`config.mk`:
```
export PLATFORM = sky130hd
export DESIGN_NAME = vga_sync_rx_flat
export DESIGN_NICKNAME = d
export VERILOG_FILES = /design/src/rtl/vga_sync_rx_if.sv /design/src/rtl/vga_sync_rx.sv /design/src/flat_wrapper.sv
export SDC_FILE = /design/constraint.sdc
export NUM_CORES = 1
export LEC_CHECK = 0
export BUFFER_PORTS_ARGS = -buffer_cell sky130_fd_sc_hd__buf_2
export CORE_MARGIN = 2
export CORE_UTILIZATION = 40
export CTS_CLUSTER_SIZE = 10
export DETAILED_ROUTE_END_ITERATION = 8
export PLACE_DENSITY = 0.57
export SLEW_MARGIN = 10
export SYNTH_ARGS = -nofsm -noshare
export SYNTH_HDL_FRONTEND = slang
export SYNTH_SLANG_ARGS = --single-unit
```
`constraint.sdc`:
```
create_clock -name clk -period 3.9 [get_ports clk]
set_clock_uncertainty 0.1 [all_clocks]
set_input_delay 0.195 -clock clk [delete_from_list [all_inputs] [get_ports clk]]
set_output_delay 0.195 -clock clk [all_outputs]
set_load 0.1 [all_outputs]
```
`src/rtl/vga_sync_rx_if.sv`:
```
// Signal bundle between a VGA timing source and the vga_sync_rx receiver.
// master drives the raw syncs, slave (the receiver) drives the decoded timing outputs.
interface vga_sync_rx_if;
  logic        hsync;
  logic        vsync;
  logic        de;
  logic [9:0]  x_pos;
  logic [9:0]  y_pos;
  logic        pixel_valid;
  logic        frame_start;
  logic [10:0] line_total;
  logic [10:0] frame_lines;
  logic        locked;
  logic        timing_err;
  logic [7:0]  err_cnt;

  modport master (
    output hsync, vsync, de,
    input  x_pos, y_pos, pixel_valid, frame_start, line_total, frame_lines,
    input  locked, timing_err, err_cnt
  );

  modport slave (
    input  hsync, vsync, de,
    output x_pos, y_pos, pixel_valid, frame_start, line_total, frame_lines,
    output locked, timing_err, err_cnt
  );
endinterface

```
`src/rtl/vga_sync_rx.sv`:
```
// VGA sync receiver: pixel addressing, line/frame length measurement, lock tracking.
// Define VGA_SYNC_RX_ERRCNT_EN to build the saturating timing-error counter.
module vga_sync_rx (
  input logic          clk,
  input logic          reset_n,
  vga_sync_rx_if.slave bus
);

  typedef enum logic [1:0] {StSearch, StMeasure, StLocked} state_e;

  state_e      state_q, state_d;
  logic        hs_s1, hs_s2, vs_s1, vs_s2, de_s1, de_s2;
  logic        hs_fall, vs_fall, de_fall;
  logic [9:0]  x_q, x_d, y_q, y_d;
  logic [10:0] period_q, period_d, lines_q, lines_d;
  logic [10:0] ref_q, line_total_q, frame_lines_q;
  logic        mismatch_q, frame_start_q, timing_err_q;
  logic        capture_ref, set_mismatch, lock_ok, err_det, locked;

  always_ff @(posedge clk or negedge reset_n) begin
    if (!reset_n) begin
      hs_s1 <= 1'b1;
      hs_s2 <= 1'b1;
      vs_s1 <= 1'b1;
      vs_s2 <= 1'b1;
      de_s1 <= 1'b0;
      de_s2 <= 1'b0;
    end else begin
      hs_s1 <= bus.hsync;
      hs_s2 <= hs_s1;
      vs_s1 <= bus.vsync;
      vs_s2 <= vs_s1;
      de_s1 <= bus.de;
      de_s2 <= de_s1;
    end
  end

  assign hs_fall = hs_s2 & ~hs_s1;
  assign vs_fall = vs_s2 & ~vs_s1;
  assign de_fall = de_s2 & ~de_s1;

  always_comb begin
    x_d = x_q;
    if (de_fall) begin
      x_d = '0;
    end else if (de_s2 && (x_q != 10'd1023)) begin
      x_d = x_q + 10'd1;
    end

    // vsync fall wins over a coincident de fall
    y_d = y_q;
    if (vs_fall) begin
      y_d = '0;
    end else if (de_fall && (y_q != 10'd1023)) begin
      y_d = y_q + 10'd1;
    end

    period_d = period_q;
    if (hs_fall) begin
      period_d = 11'd1;
    end else if (period_q != 11'd2047) begin
      period_d = period_q + 11'd1;
    end

    lines_d = lines_q;
    if (vs_fall) begin
      lines_d = hs_fall ? 11'd1 : 11'd0;
    end else if (hs_fall && (lines_q != 11'd2047)) begin
      lines_d = lines_q + 11'd1;
    end
  end

  always_ff @(posedge clk or negedge reset_n) begin
    if (!reset_n) begin
      state_q <= StSearch;
    end else begin
      state_q <= state_d;
    end
  end

  always_comb begin
    state_d = state_q;
    unique case (state_q)
      StSearch:  if (vs_fall) state_d = StMeasure;
      StMeasure: if (lock_ok) state_d = StLocked;
      StLocked:  if (err_det) state_d = StSearch;
      default:   state_d = StSearch;
    endcase
  end

  // lines_q == 1 on an hsync fall means this is the second fall since the vsync fall
  always_comb begin
    capture_ref  = 1'b0;
    set_mismatch = 1'b0;
    lock_ok      = 1'b0;
    err_det      = 1'b0;
    locked       = 1'b0;
    unique case (state_q)
      StMeasure: begin
        capture_ref  = hs_fall && (lines_q == 11'd1);
        set_mismatch = hs_fall && (lines_q >= 11'd2) && (period_q != ref_q);
        lock_ok      = vs_fall && !mismatch_q && !set_mismatch && (lines_q >= 11'd2);
      end
      StLocked: begin
        locked  = 1'b1;
        err_det = (hs_fall && (period_q != line_total_q)) ||
                  (vs_fall && (lines_q != frame_lines_q));
      end
      default: ;
    endcase
  end

  always_ff @(posedge clk or negedge reset_n) begin
    if (!reset_n) begin
      x_q           <= '0;
      y_q           <= '0;
      period_q      <= '0;
      lines_q       <= '0;
      ref_q         <= '0;
      mismatch_q    <= 1'b0;
      line_total_q  <= '0;
      frame_lines_q <= '0;
      frame_start_q <= 1'b0;
      timing_err_q  <= 1'b0;
    end else begin
      x_q      <= x_d;
      y_q      <= y_d;
      period_q <= period_d;
      lines_q  <= lines_d;
      if (capture_ref) ref_q <= period_q;
      if (vs_fall) begin
        mismatch_q <= 1'b0;
      end else if (set_mismatch) begin
        mismatch_q <= 1'b1;
      end
      if (lock_ok) begin
        line_total_q  <= ref_q;
        frame_lines_q <= lines_q;
      end
      frame_start_q <= vs_fall;
      timing_err_q  <= err_det;
    end
  end

`ifdef VGA_SYNC_RX_ERRCNT_EN
  logic [7:0] err_cnt_q;

  always_ff @(posedge clk or negedge reset_n) begin
    if (!reset_n) begin
      err_cnt_q <= '0;
    end else if (err_det && (err_cnt_q != 8'd255)) begin
      err_cnt_q <= err_cnt_q + 8'd1;
    end
  end

  assign bus.err_cnt = err_cnt_q;
`else
  assign bus.err_cnt = '0;
`endif

  assign bus.x_pos       = x_q;
  assign bus.y_pos       = y_q;
  assign bus.pixel_valid = de_s2;
  assign bus.frame_start = frame_start_q;
  assign bus.line_total  = line_total_q;
  assign bus.frame_lines = frame_lines_q;
  assign bus.locked      = locked;
  assign bus.timing_err  = timing_err_q;

endmodule

```
`src/flat_wrapper.sv`:
```
// flat-port wrapper written by rule: the top's interface ports become plain ports
module vga_sync_rx_flat 
  (clk, reset_n, bus_hsync, bus_vsync, bus_de, bus_x_pos, bus_y_pos, bus_pixel_valid, bus_frame_start, bus_line_total, bus_frame_lines, bus_locked, bus_timing_err, bus_err_cnt);
  vga_sync_rx_if bus_i ();
  input logic clk;
  input logic reset_n;
  input wire logic [$bits(bus_i.hsync)-1:0] bus_hsync;
  input wire logic [$bits(bus_i.vsync)-1:0] bus_vsync;
  input wire logic [$bits(bus_i.de)-1:0] bus_de;
  output wire logic [$bits(bus_i.x_pos)-1:0] bus_x_pos;
  output wire logic [$bits(bus_i.y_pos)-1:0] bus_y_pos;
  output wire logic [$bits(bus_i.pixel_valid)-1:0] bus_pixel_valid;
  output wire logic [$bits(bus_i.frame_start)-1:0] bus_frame_start;
  output wire logic [$bits(bus_i.line_total)-1:0] bus_line_total;
  output wire logic [$bits(bus_i.frame_lines)-1:0] bus_frame_lines;
  output wire logic [$bits(bus_i.locked)-1:0] bus_locked;
  output wire logic [$bits(bus_i.timing_err)-1:0] bus_timing_err;
  output wire logic [$bits(bus_i.err_cnt)-1:0] bus_err_cnt;
  assign bus_i.hsync = bus_hsync;
  assign bus_i.vsync = bus_vsync;
  assign bus_i.de = bus_de;
  assign bus_x_pos = bus_i.x_pos;
  assign bus_y_pos = bus_i.y_pos;
  assign bus_pixel_valid = bus_i.pixel_valid;
  assign bus_frame_start = bus_i.frame_start;
  assign bus_line_total = bus_i.line_total;
  assign bus_frame_lines = bus_i.frame_lines;
  assign bus_locked = bus_i.locked;
  assign bus_timing_err = bus_i.timing_err;
  assign bus_err_cnt = bus_i.err_cnt;
  vga_sync_rx u_core (.clk(clk), .reset_n(reset_n), .bus(bus_i));
endmodule
```
---- Yosys cells after proc, flatten, opt, wreduce, memory -nomap -nowiden ----
Cells that the tools add are included.
storage, ports and cells
  register bits ........................... 86
  word-level logic and storage cells ...... 82
  input port bits ......................... 5
operators by class
  reductions and logical operators ........ 21
  $add $sub $neg .......................... 4
  bitwise gates (word level) .............. 6
  equal/unequal tests ..................... 13
  order comparisons ....................... 1
  multiplexer cells ....................... 20
operator list
  kind                                                   number
  two-way mux 11 bit                                     4
  two-way mux 10 bit                                     4
  != test 11 bit                                         3
  adder 11 x 1 -> 11 bit (second input constant)         2
  != test 11 bit (second input constant)                 2
  adder 10 x 1 -> 10 bit (second input constant)         2
  != test 10 bit (second input constant)                 2
  == test 11 x 1 -> 1 bit (second input constant)        1
  >= comparator 11 x 2 -> 1 bit (second input constant)  1
  logical AND 1 bit                                      11
  nonzero test 2 bit                                     5
  two-way mux 1 bit                                      8
  two-way mux 2 bit                                      3
  != test 2 x 1 -> 1 bit (second input constant)         3
  one-hot mux 2 bit (3 select lines)                     1
  AND 1 bit                                              3
  NOT 1 bit                                              3
  AND reduction 3 bit                                    1
  == test 2 x 1 -> 1 bit (second input constant)         1
  == test 2 bit (second input constant)                  1
  zero test 1 bit                                        2
  zero test 2 bit                                        1
  logical OR 1 bit                                       1

---- Longest topological paths before layout ----
Gate-level depths: netlist of run 1.
  word-level depth ........................ 10
  gate-level depth with buffers ........... 8
  mapped depth without buffers ............ 7

---- Least setup slack after synthesis of run 1 ----
No wires, ideal clock.
  kind .................................... register to register
  start point ............................. register u_core.x_q[1] (netlist: u_core.bus.x_pos[1])
  end point ............................... register u_core.x_q[7] (netlist: u_core.bus.x_pos[7])
  stages on the path, launching flop included .. 7
  path slack .............................. 1.435 ns
  setup time .............................. 0.131 ns
  required time ........................... 3.669 ns
  arrival time ............................ 2.233 ns
  cells stage by stage .................... dfrtp_1 > ha_1 > nand2_1 > nor3_1 > nor3_1 > xnor2_1 > nor2_1
on the way
  cells in the longest elaborated chain, start to end .. 3
ends and longest elaborated chain
  item                                                      RTL line                              text
  start: declaration                                        vga_sync_rx.sv:14                     logic [9:0] x_q, x_d, y_q, y_d;
  start signal: assignment                                  vga_sync_rx.sv:115                    x_q <= '0;
  start signal: assignment                                  vga_sync_rx.sv:126                    x_q <= x_d;
  adder 10 x 1 -> 10 bit or != test 10 bit (tied branches)  vga_sync_rx.sv:47, vga_sync_rx.sv:46
  two-way mux 10 bit or logical AND 1 bit (tied branches)   vga_sync_rx.sv:46                     end else if (de_s2 && (x_q != 10'd1023)) begin
  two-way mux 10 bit or nonzero test 2 bit (tied branches)  n/a
Parallel ways exist; a longest one is shown, timed or not. The select of a mux whose other input is x is not followed.
A chain may end at the register's enable or synchronous reset.

---- Worst setup path after layout of run 1 ----
  start point ............................. register u_core.period_q[0]
  end point ............................... register u_core.line_total_q[0] (netlist: u_core.bus.line_total[0])
on the way
  cells in the longest elaborated chain, start to end .. 6
ends and longest elaborated chain
  item                             RTL line            text
  start: declaration               vga_sync_rx.sv:15   logic [10:0] period_q, period_d, lines_q, lines_d;
  start signal: assignment         vga_sync_rx.sv:128  period_q <= period_d;
  != test 11 bit                   vga_sync_rx.sv:101  set_mismatch = hs_fall && (lines_q >= 11'd2) && (period_q != ref_q);
  logical AND 1 bit                vga_sync_rx.sv:101
  zero test 1 bit                  vga_sync_rx.sv:102  lock_ok = vs_fall && !mismatch_q && !set_mismatch && (lines_q >= 11'd2);
  logical AND 1 bit (2 in series)  vga_sync_rx.sv:102
  two-way mux 1 bit                vga_sync_rx.sv:98   unique case (state_q)
  end signal: assignment           vga_sync_rx.sv:137  line_total_q <= ref_q;
  end: declaration                 vga_sync_rx.sv:16   logic [10:0] ref_q, line_total_q, frame_lines_q;
No other way between the ends.

==> flow_metrics.py, run 1 <==
metrics = {
    "power_and_ir_drop": {
        "p_total_mw": 2.72,
        "power.density_nw_per_um2": 552,
        "peakVddDrop_mv": 0.547,
        "leakagePower_nw": 2.54,
    },
    "routing": {
        "first_pass_iters": 4,
        "wirelength_um": 8830,
        "vias": 2996,
        "wl_per_cell_um": 15.2,
        "dr.first_iter.drc_count": 184,
        "drcViolationCount": 0,
        "antenna_left": 0,
        "vias_per_cell": 5.15,
    },
    "clocking": {
        "clk_pin_slew_ns": 0.09,
        "cts_buffer_depth": 2,
        "cts_tree": "done",
        "cts_buffers": 9,
        "cts_max_level": 3,
        "numClockSinks": 86,
        "clock_latency_ns": 0.36,
        "clockRootBuffer": "clkbuf_8",
        "cts_resized": 0,
    },
    "layout": {
        "final_layout_size_suffix_gt1_frac": 0.253,
        "regArea_um2": 2160,
        "multi_input_area_um2": 2030,
        "fillers": 1037,
        "postLayoutCoreUtil": 0.459,
        "diodes": 0,
        "syn2layout_area_growth_pct": 13.0,
        "final_net_count": 448,
    },
    "yosys": {
        "synth.yosys.warnings": 0,
        "synth_seq_cells": 86,
        "synthFlopType": "dfrtp_1",
        "synth_area_leaders": "dfrtp_1, xor2_1, mux2_4, mux2_2, nor2_1",
        "synthAdderAreaFrac": 0.0172,
        "synth_seq_area_share": 0.495,
        "synthMuxAreaShare": 0.108,
        "synth_top_area_cell": "dfrtp_1",
        "synth-xor-area-share": 0.115,
        "netlist_area_um2": 4360,
        "synthDistinctLibCells": 49,
        "synthArstFlopShare": 1.00,
        "synth_top_area_frac": 0.471,
        "yosysMostFrequentCell": "dfrtp_1",
        "synth_cells": 392,
        "synth_simple_gate_area_share": 0.164,
        "synth_edf_count": 0,
        "syn_avg_cell_area_um2": 11.1,
        "ys_top_cells_by_count": "dfrtp_1, xor2_1, nor2_1, nand3_1, mux2_4",
        "synth_compound_area_frac": 0.0542,
        "synth_top_family_by_area": "simple AND/OR/NAND/NOR gates",
    },
    "placement": {
        "io_buffer_count": 50,
        "routabilityCongestion": 0.811,
        "hpwl_um": 6040,
    },
    "min_path": {
        "hold_path.class": "flop to flop",
    },
    "sta": {
        "maxSlewHeadroom": 0.284,
        "finalMaxSlewViolations": 0,
        "finalCriticalPeriod_ns": 2.61,
        "period_share": 0.671,
        "worst_pin_slew_ns": 1.07,
        "clock.fmax_mhz": 382,
        "setup_viol": 0,
        "rsz0062_at_grt": "false",
        "hold_viol": 0,
        "tns_ns": 0,
    },
    "floorplan": {
        "die-width_um": 108,
        "num_rows": 38,
        "ios": 59,
        "die_y_um": 108,
        "dieArea_um2": 11700,
        "core_um2": 10700,
        "start_util": 0.406,
    },
    "global_route": {
        "grt_pass1_wl_um": 14800,
        "overflow": 0,
        "grt_max_degree": 87,
        "antenna_found_initial": 0,
        "grt_pass1_vias": 2933,
        "grtUsageTotal": 0.163,
    },
    "worst_setup_path": {
        "worstPathRequired_ns": 4.04,
        "slowest_delay_ns": 0.57,
        "cp_slowest_cell": "nor3_4",
        "cp_max_fo": 16,
        "endpoint_kind": "flop",
        "path_class": "flop to flop",
        "cp.arrival_ns": 2.76,
        "critPathLaunchType": "flop",
        "ff2ff_setup_slack_ns": 1.29,
        "path_cells": "xor2_1, nor4_2, a31oi_1, nor3_4, buf_12, mux2_2",
    },
    "status": {
        "status": "finished, final reports clean",
    },
    "job": {
        "cap_violations": 0,
    },
}
[through the flow]
stage                     hold slack (ns)  setup slack (ns)  cells  instance area (um2)
final                               0.267              1.29    582                 4930
after global routing                0.269              1.17    582                 4930
after CTS                           0.271              1.30    582                 4930
after detailed placement            0.204              1.32    562                 4670
after global placement              0.204              1.36    562                 4670
after floorplan                    -0.201              1.44    399                 4390
[cell families (layout without fill, tap and decap cells)]
logic type               Yosys count  in the layout
AO/OA/AOI/OAI                     34             34
XOR/XNOR                          57             57
adder cells (fa/ha/maj)            6              6
buffers and inverters             35             78
flip-flops                        86             86
multiplexers                      36             36
other                              1              8
AND/OR/NAND/NOR                  137            137
[metal layers]
layer  wire (um)  vias up  GRT usage
met4         122        0     0.0531
met1        4250     1488      0.225
met3         342       10     0.0386
met5           0        -          0
met2        4110       55      0.252
li1            -     1443          -
[final timing paths]
check / from / end / cells after the start
max: u_core.period_q[0] / u_core.bus.line_total[0] / 6
min: u_core.hs_s1 / u_core.hs_s2 / 0
max reg2reg: u_core.period_q[0] / u_core.bus.line_total[0] / 6
min reg2reg: u_core.hs_s1 / u_core.hs_s2 / 0
max in group asynchronous: reset_n / u_core.lines_q[3] / 2
min in group asynchronous: reset_n / u_core.bus.x_pos[2] / 2
[layout make-up]
cell class | instances | area share
clock inverter | 4 | 0.0142
sequential | 86 | 0.438
inverter | 5 | 0.00381
tap | 140 | 0.0356
timing repair buffer | 57 | 0.0665
clock buffer | 12 | 0.0295
multi-input combinational | 278 | 0.413
[layout by cell type, fill, tap and decap left out, types with 4 or more instances in the layout]
cell type / count
nand4_1: 6
ha_1: 6
a31oi_1: 8
xor2_1: 51
conb_1: 8
nor4_1: 6
and4_1: 4
inv_1: 5
buf_2: 49
clkbuf_8: 10
mux2_2: 14
a21oi_1: 6
nor3_1: 11
nand2_1: 14
dfstp_2: 4
mux2_4: 19
dlygate4sd3_1: 4
dfrtp_1: 82
nor2_1: 42
o21ai_0: 4
and3_1: 9
nor2b_1: 4
xnor2_1: 6
nand3_1: 24
[report_power, final]
group | internal [mW] | switching (mW)
Sequential | 1.00 | 0.137
Clock | 0.377 | 0.311
Combinational | 0.246 | 0.649
Total | 1.62 | 1.10
[registers in the layout, summed over array words and instances (netlist names)]
signal and flops:
u_core.bus.pixel_valid 1, u_core.mismatch_q 1, u_core.lines_q 11, u_core.hs_s1 1
u_core.bus.frame_lines 11, u_core.bus.timing_err 1, u_core.ref_q 11, u_core.vs_s2 1
u_core.vs_s1 1, u_core.period_q 11, u_core.hs_s2 1, u_core.bus.x_pos 10
u_core.bus.y_pos 10, u_core.bus.frame_start 1, u_core.de_s1 1, u_core.state_q 2
u_core.bus.line_total 11
[repair_timing]
item / in CTS / in global routing
endpoints found under the hold margin: 85 / 0
setup endpoints to repair: 0 / 0
setup buffers: 0 / 0
hold buffers: 4 / 0
[critical path, delay by kind of cell, from the launching register on]
kind | cells | cell delay, ns
buffers and inverters | 1 | 0.26
AOI/OAI and AO/OA | 1 | 0.20
DFF | 1 | 0.47
and+or+nand+nor | 2 | 0.90
muxes | 1 | 0.35
xor gates and xnor gates | 1 | 0.21
(Power assumes the default switching activity.)
==> run 2, diff against run 1 <==
Settings changed: PLACE_DENSITY 0.57 to 0.59.
Clock period 3.9 ns to 2.2 ns, I/O delays scaled along.
==> run 2 against run 1 <==
  * The run now ends with negative setup slack left
  * Sequential power rose by 72%
  * Die area unchanged
  * Sequential cell count unchanged
  * Register-to-register slack worse by 1.3 ns
==> flow_metrics.py, run 2 (synthesis gave the netlist of run 1 again) <==
metrics = {
    "worst_setup_path": {
        "cp.arrival_ns": 2.38,
        "timing.critical_path.mode_cell": "buf_12",
        "crit_family": "simple AND/OR/NAND/NOR gates",
        "worstPathRequired_ns": 2.33,
        "critPathLaunchType": "flop",
        "path_class": "flop to flop",
        "cp_slowest_cell": "dfrtp_1",
        "path_buf_inv": 2,
        "endpoint_kind": "flop",
        "slowest_delay_ns": 0.40,
        "cp_max_fo": 8,
        "path_cells": "xor2_1, nor4_2, a31oi_2, nor3_4, buf_12, buf_12, mux2_4",
    },
    "routing": {
        "wl_met1_um": 4570,
        "dr.first_iter.drc_count": 186,
        "first_pass_iters": 4,
        "vias_per_cell": 5.15,
        "wl_met3_um": 361,
        "vias": 3171,
        "antenna_left": 0,
        "met2WireLength_um": 4320,
        "top_layer_used": "met4",
        "drcViolationCount": 0,
        "wl_per_cell_um": 15.3,
        "wirelength_um": 9430,
    },
    "power_and_ir_drop": {
        "peakVddDrop_mv": 0.635,
        "power.density_nw_per_um2": 954,
        "leakagePower_nw": 2.72,
    },
    "layout": {
        "syn2layout_area_growth_pct": 20.8,
        "regArea_um2": 2170,
        "diodes": 0,
        "multi_input_area_um2": 2060,
        "postLayoutCoreUtil": 0.490,
        "fin_cells": 616,
        "layout_commonest_cell": "dfrtp_1",
        "final_net_count": 482,
        "fillers": 1015,
        "final_layout_size_suffix_gt1_frac": 0.336,
        "mostFrequentLayoutCells": "dfrtp_1, xor2_1, buf_2",
    },
    "placement": {
        "hpwl_um": 6510,
        "io_buffer_count": 50,
        "dp_cells": 586,
        "routabilityCongestion": 0.839,
    },
    "clocking": {
        "numClockSinks": 86,
        "clk_pin_slew_ns": 0.09,
        "cts_tree": "done",
        "clock_latency_ns": 0.34,
        "cts_max_level": 3,
        "cts_buffer_depth": 2,
        "clockRootBuffer": "clkbuf_8",
        "cts_buffers": 9,
    },
    "global_route": {
        "grt_max_degree": 61,
        "grtUsageTotal": 0.166,
        "grt_pass1_vias": 2970,
        "grt_pass1_wl_um": 15400,
        "overflow": 0,
        "antenna_found_initial": 0,
    },
    "sta": {
        "clock.fmax_mhz": 445,
        "hold_viol": 0,
        "finalWorstSetupSlack_ns": -0.0489,
        "tns_ns": -0.611,
        "finalCriticalPeriod_ns": 2.25,
        "setup_viol": 16,
        "rsz0062_at_grt": "true",
        "period_share": 1.02,
        "finalMaxSlewViolations": 0,
    },
    "floorplan": {
        "num_rows": 38,
        "die_y_um": 108,
        "dieArea_um2": 11700,
        "core_um2": 10700,
        "start_util": 0.406,
        "ios": 59,
        "die-width_um": 108,
    },
    "min_path": {
        "hold_path.class": "input port to async pin",
    },
    "status": {
        "status": "complete, but fails checks",
        "failed_checks": "negative setup slack",
    },
    "job": {
        "cap_violations": 0,
    },
}
run 2: stage by stage:
stage / worst slack, ns / instance area (um2) / total power, mW / hold WS (ns)
2_1_floorplan: 0.00813 / 4400 / 3.35 / -0.286
3_3_place_gp: 0.0835 / 4880 / 3.70 / -0.0504
3_5_place_dp: 0.00782 / 4880 / 3.73 / -0.0474
4_1_cts: 0.00705 / 5150 / 4.98 / 0.121
5_1_grt: -0.0920 / 5270 / 5.26 / 0.148
6_report: -0.0489 / 5270 / 5.02 / 0.125
run 2: worst paths after layout:
check                              startpoint                   endpoint  slack [ns]  cells past startpoint
setup / recovery           u_core.period_q[4]  u_core.bus.frame_lines[9]       -0.05                      7
hold / removal                        reset_n        u_core.bus.x_pos[5]        0.12                      2
setup reg to reg           u_core.period_q[4]  u_core.bus.frame_lines[9]       -0.05                      7
hold reg to reg                  u_core.vs_s1               u_core.vs_s2        0.28                      0
max in group asynchronous             reset_n               u_core.hs_s2        1.20                      3
min in group clk                 u_core.vs_s1               u_core.vs_s2        0.28                      0
run 2: repair_timing:
item                                    4_1_cts  5_1_grt
hold buffers                                  4        0
buffers inserted                              1       10
pin swaps                                     0        4
resized for setup                             2        6
endpoints found under the setup margin        2       22
endpoints found under the hold margin        86        0
run 2: layout make-up:
cell class                 instances  share of cell area
clock buffer                      14              0.0347
clock inverter                     2             0.00713
inverter                           5             0.00356
multi-input combinational        278               0.390
sequential                        86               0.412
tap                              140              0.0333
timing repair buffer              91               0.119
run 2: power breakdown:
group	switching [mW]	internal (mW)	leakage, nW	total [mW]
registers	0.184	1.78	1.13	1.96
clock network	0.566	0.651	0.109	1.22
logic	1.27	0.575	1.47	1.84
run 2: routing by layer:
metal	GRT usage	vias up
met3	0.0283	18
met2	0.249	72
met1	0.241	1578
li1	-	1503
met5	0	-
met4	0.0650	0
==> run 3, diff against run 2 <==
Settings changed: BUFFER_PORTS_ARGS -buffer_cell sky130_fd_sc_hd__buf_2 to -buffer_cell sky130_fd_sc_hd__buf_4.
==> run 3 against run 2 <==
  * Critical path type unchanged
  * Count of clock-buffer cells in the layout decreased by 2
  * Clock power is 3% higher
  * The run now ends clean
  * Sequential share of layout area decreased by 0.15 points
  * Routed wire length decreased by 1.9%
  * Sequential power barely moved
  * Worst hold slack better by 0.041 ns
  * Final area rose by 0.36%
  * Global-route usage rose by 0.38 points
  * Register-to-register slack gained 0.09 ns
==> flow_metrics.py, run 3 (synthesis gave the netlist of run 1 again) <==
metrics = {
    "layout": {
        "postLayoutCoreUtil": 0.492,
        "final_layout_size_suffix_gt1_frac": 0.320,
        "regArea_um2": 2170,
        "final_net_count": 472,
        "syn2layout_area_growth_pct": 21.3,
        "layout_commonest_cell": "buf_4",
        "fillers": 1036,
        "mostFrequentLayoutCells": "buf_4, dfrtp_1, xor2_1",
        "final_area_um2": 5290,
        "multi_input_area_um2": 2050,
        "diodes": 0,
        "fin_cells": 606,
    },
    "sta": {
        "hold_viol": 0,
        "tns_ns": 0,
        "maxSlewHeadroom": 0.637,
        "finalCriticalPeriod_ns": 2.16,
        "setup_viol": 0,
        "finalMaxSlewViolations": 0,
        "clock.fmax_mhz": 462,
        "worst_pin_slew_ns": 0.545,
        "rsz0062_at_grt": "true",
        "period_share": 0.983,
    },
    "floorplan": {
        "dieArea_um2": 11700,
        "core_um2": 10700,
        "num_rows": 38,
        "ios": 59,
        "die_y_um": 108,
        "start_util": 0.406,
        "die-width_um": 108,
    },
    "placement": {
        "dp_cells": 586,
        "placed_cell_area_um2": 5000,
        "hpwl_um": 6530,
        "io_buffer_count": 50,
        "routabilityCongestion": 0.845,
    },
    "routing": {
        "drcViolationCount": 0,
        "antenna_left": 0,
        "first_pass_iters": 4,
        "wl_per_cell_um": 15.3,
        "vias": 3091,
        "vias_per_cell": 5.10,
        "dr.first_iter.drc_count": 143,
        "wirelength_um": 9250,
    },
    "min_path": {
        "hold_path.class": "input port to async pin",
    },
    "power_and_ir_drop": {
        "switching_share": 0.395,
        "peakVddDrop_mv": 0.714,
        "p_int_mw": 3.05,
        "switchingPower_mw": 1.99,
        "leakagePower_nw": 2.67,
        "pwr-share-clk": 0.250,
        "pwr-share-seq": 0.392,
        "pwr-share-comb": 0.358,
        "power.density_nw_per_um2": 953,
    },
    "clocking": {
        "cts_tree": "done",
        "cts_max_level": 3,
        "clockRootBuffer": "clkbuf_8",
        "clock_latency_ns": 0.37,
        "numClockSinks": 86,
        "cts_setup_buffers": 0,
        "cts_buffers": 9,
        "clk_pin_slew_ns": 0.08,
        "cts_buffer_depth": 2,
    },
    "worst_setup_path": {
        "endpoint_kind": "flop",
        "cp.arrival_ns": 2.31,
        "path_buf_inv": 1,
        "path_cells": "xor2_1, nor4_2, a31oi_2, nor3_4, buf_12, mux2_4",
        "cp_slowest_cell": "dfrtp_1",
        "cp_max_fo": 16,
        "slowest_delay_ns": 0.42,
        "path_class": "flop to flop",
        "cp.depth": 6,
        "critPathLaunchType": "flop",
        "worstPathRequired_ns": 2.35,
        "crit_family": "simple AND/OR/NAND/NOR gates",
        "r2r_cells": 6,
    },
    "global_route": {
        "overflow": 0,
        "grt_max_degree": 48,
        "grt_pass1_wl_um": 15300,
        "grt_pass1_vias": 2907,
        "grtUsageTotal": 0.170,
        "antenna_found_initial": 0,
    },
    "status": {
        "status": "finished, final reports clean",
    },
    "job": {
        "cap_violations": 0,
    },
}
-- run 3: final cells by class --
type | count | area share
tap | 140 | 0.0331
inverter | 5 | 0.00355
timing repair buffer | 81 | 0.122
clock inverter | 4 | 0.0133
multi-input combinational | 278 | 0.387
sequential | 86 | 0.411
clock buffer | 12 | 0.0293
-- run 3: power by group through the flow --
stage,Clock [mW],Combinational (mW),Sequential [mW]
global placement,0,1.77,1.99
global route,1.37,1.92,2.01
CTS,1.30,1.79,1.97
finish,1.26,1.80,1.97
floorplan,0,0.722,2.62
detailed placement,0,1.78,2.00
-- run 3: layer usage --
metal / track usage / part of all wire
met1: 0.242 / 0.48
met5: 0 / 0
met3: 0.0362 / 0.038
met4: 0.0723 / 0.022
met2: 0.251 / 0.46
-- run 3: worst paths after layout --
path | startpoint | to | slack (ns)
hold reg to reg | u_core.vs_s1 | u_core.vs_s2 | 0.28
setup / recovery | u_core.ref_q[0] | u_core.bus.frame_lines[4] | 0.04
hold / removal | reset_n | u_core.bus.x_pos[5] | 0.17
setup reg to reg | u_core.ref_q[0] | u_core.bus.frame_lines[4] | 0.04
min in group clk | u_core.vs_s1 | u_core.vs_s2 | 0.28
max in group asynchronous | reset_n | u_core.vs_s1 | 1.15
-- run 3: what timing repair did --
| item | in CTS | in global routing |
|---|---|---|
| hold endpoints to repair | 42 | 0 |
| hold buffers | 4 | 0 |
| resized for setup | 0 | 5 |
| pin swaps | 0 | 0 |
| endpoints found under the setup margin | 2 | 22 |
-- run 3: stage by stage --
| stage | total power, mW | hold slack (ns) | setup slack (ns) |
|---|---|---|---|
| 5_1_grt | 5.30 | 0.198 | -0.0513 |
| 6_report | 5.04 | 0.166 | 0.0376 |
| 3_5_place_dp | 3.78 | 0.0404 | 0.0192 |
| 4_1_cts | 5.06 | 0.184 | -0.00122 |
| 2_1_floorplan | 3.35 | -0.286 | 0.00813 |
| 3_3_place_gp | 3.76 | 0.0318 | 0.0782 |
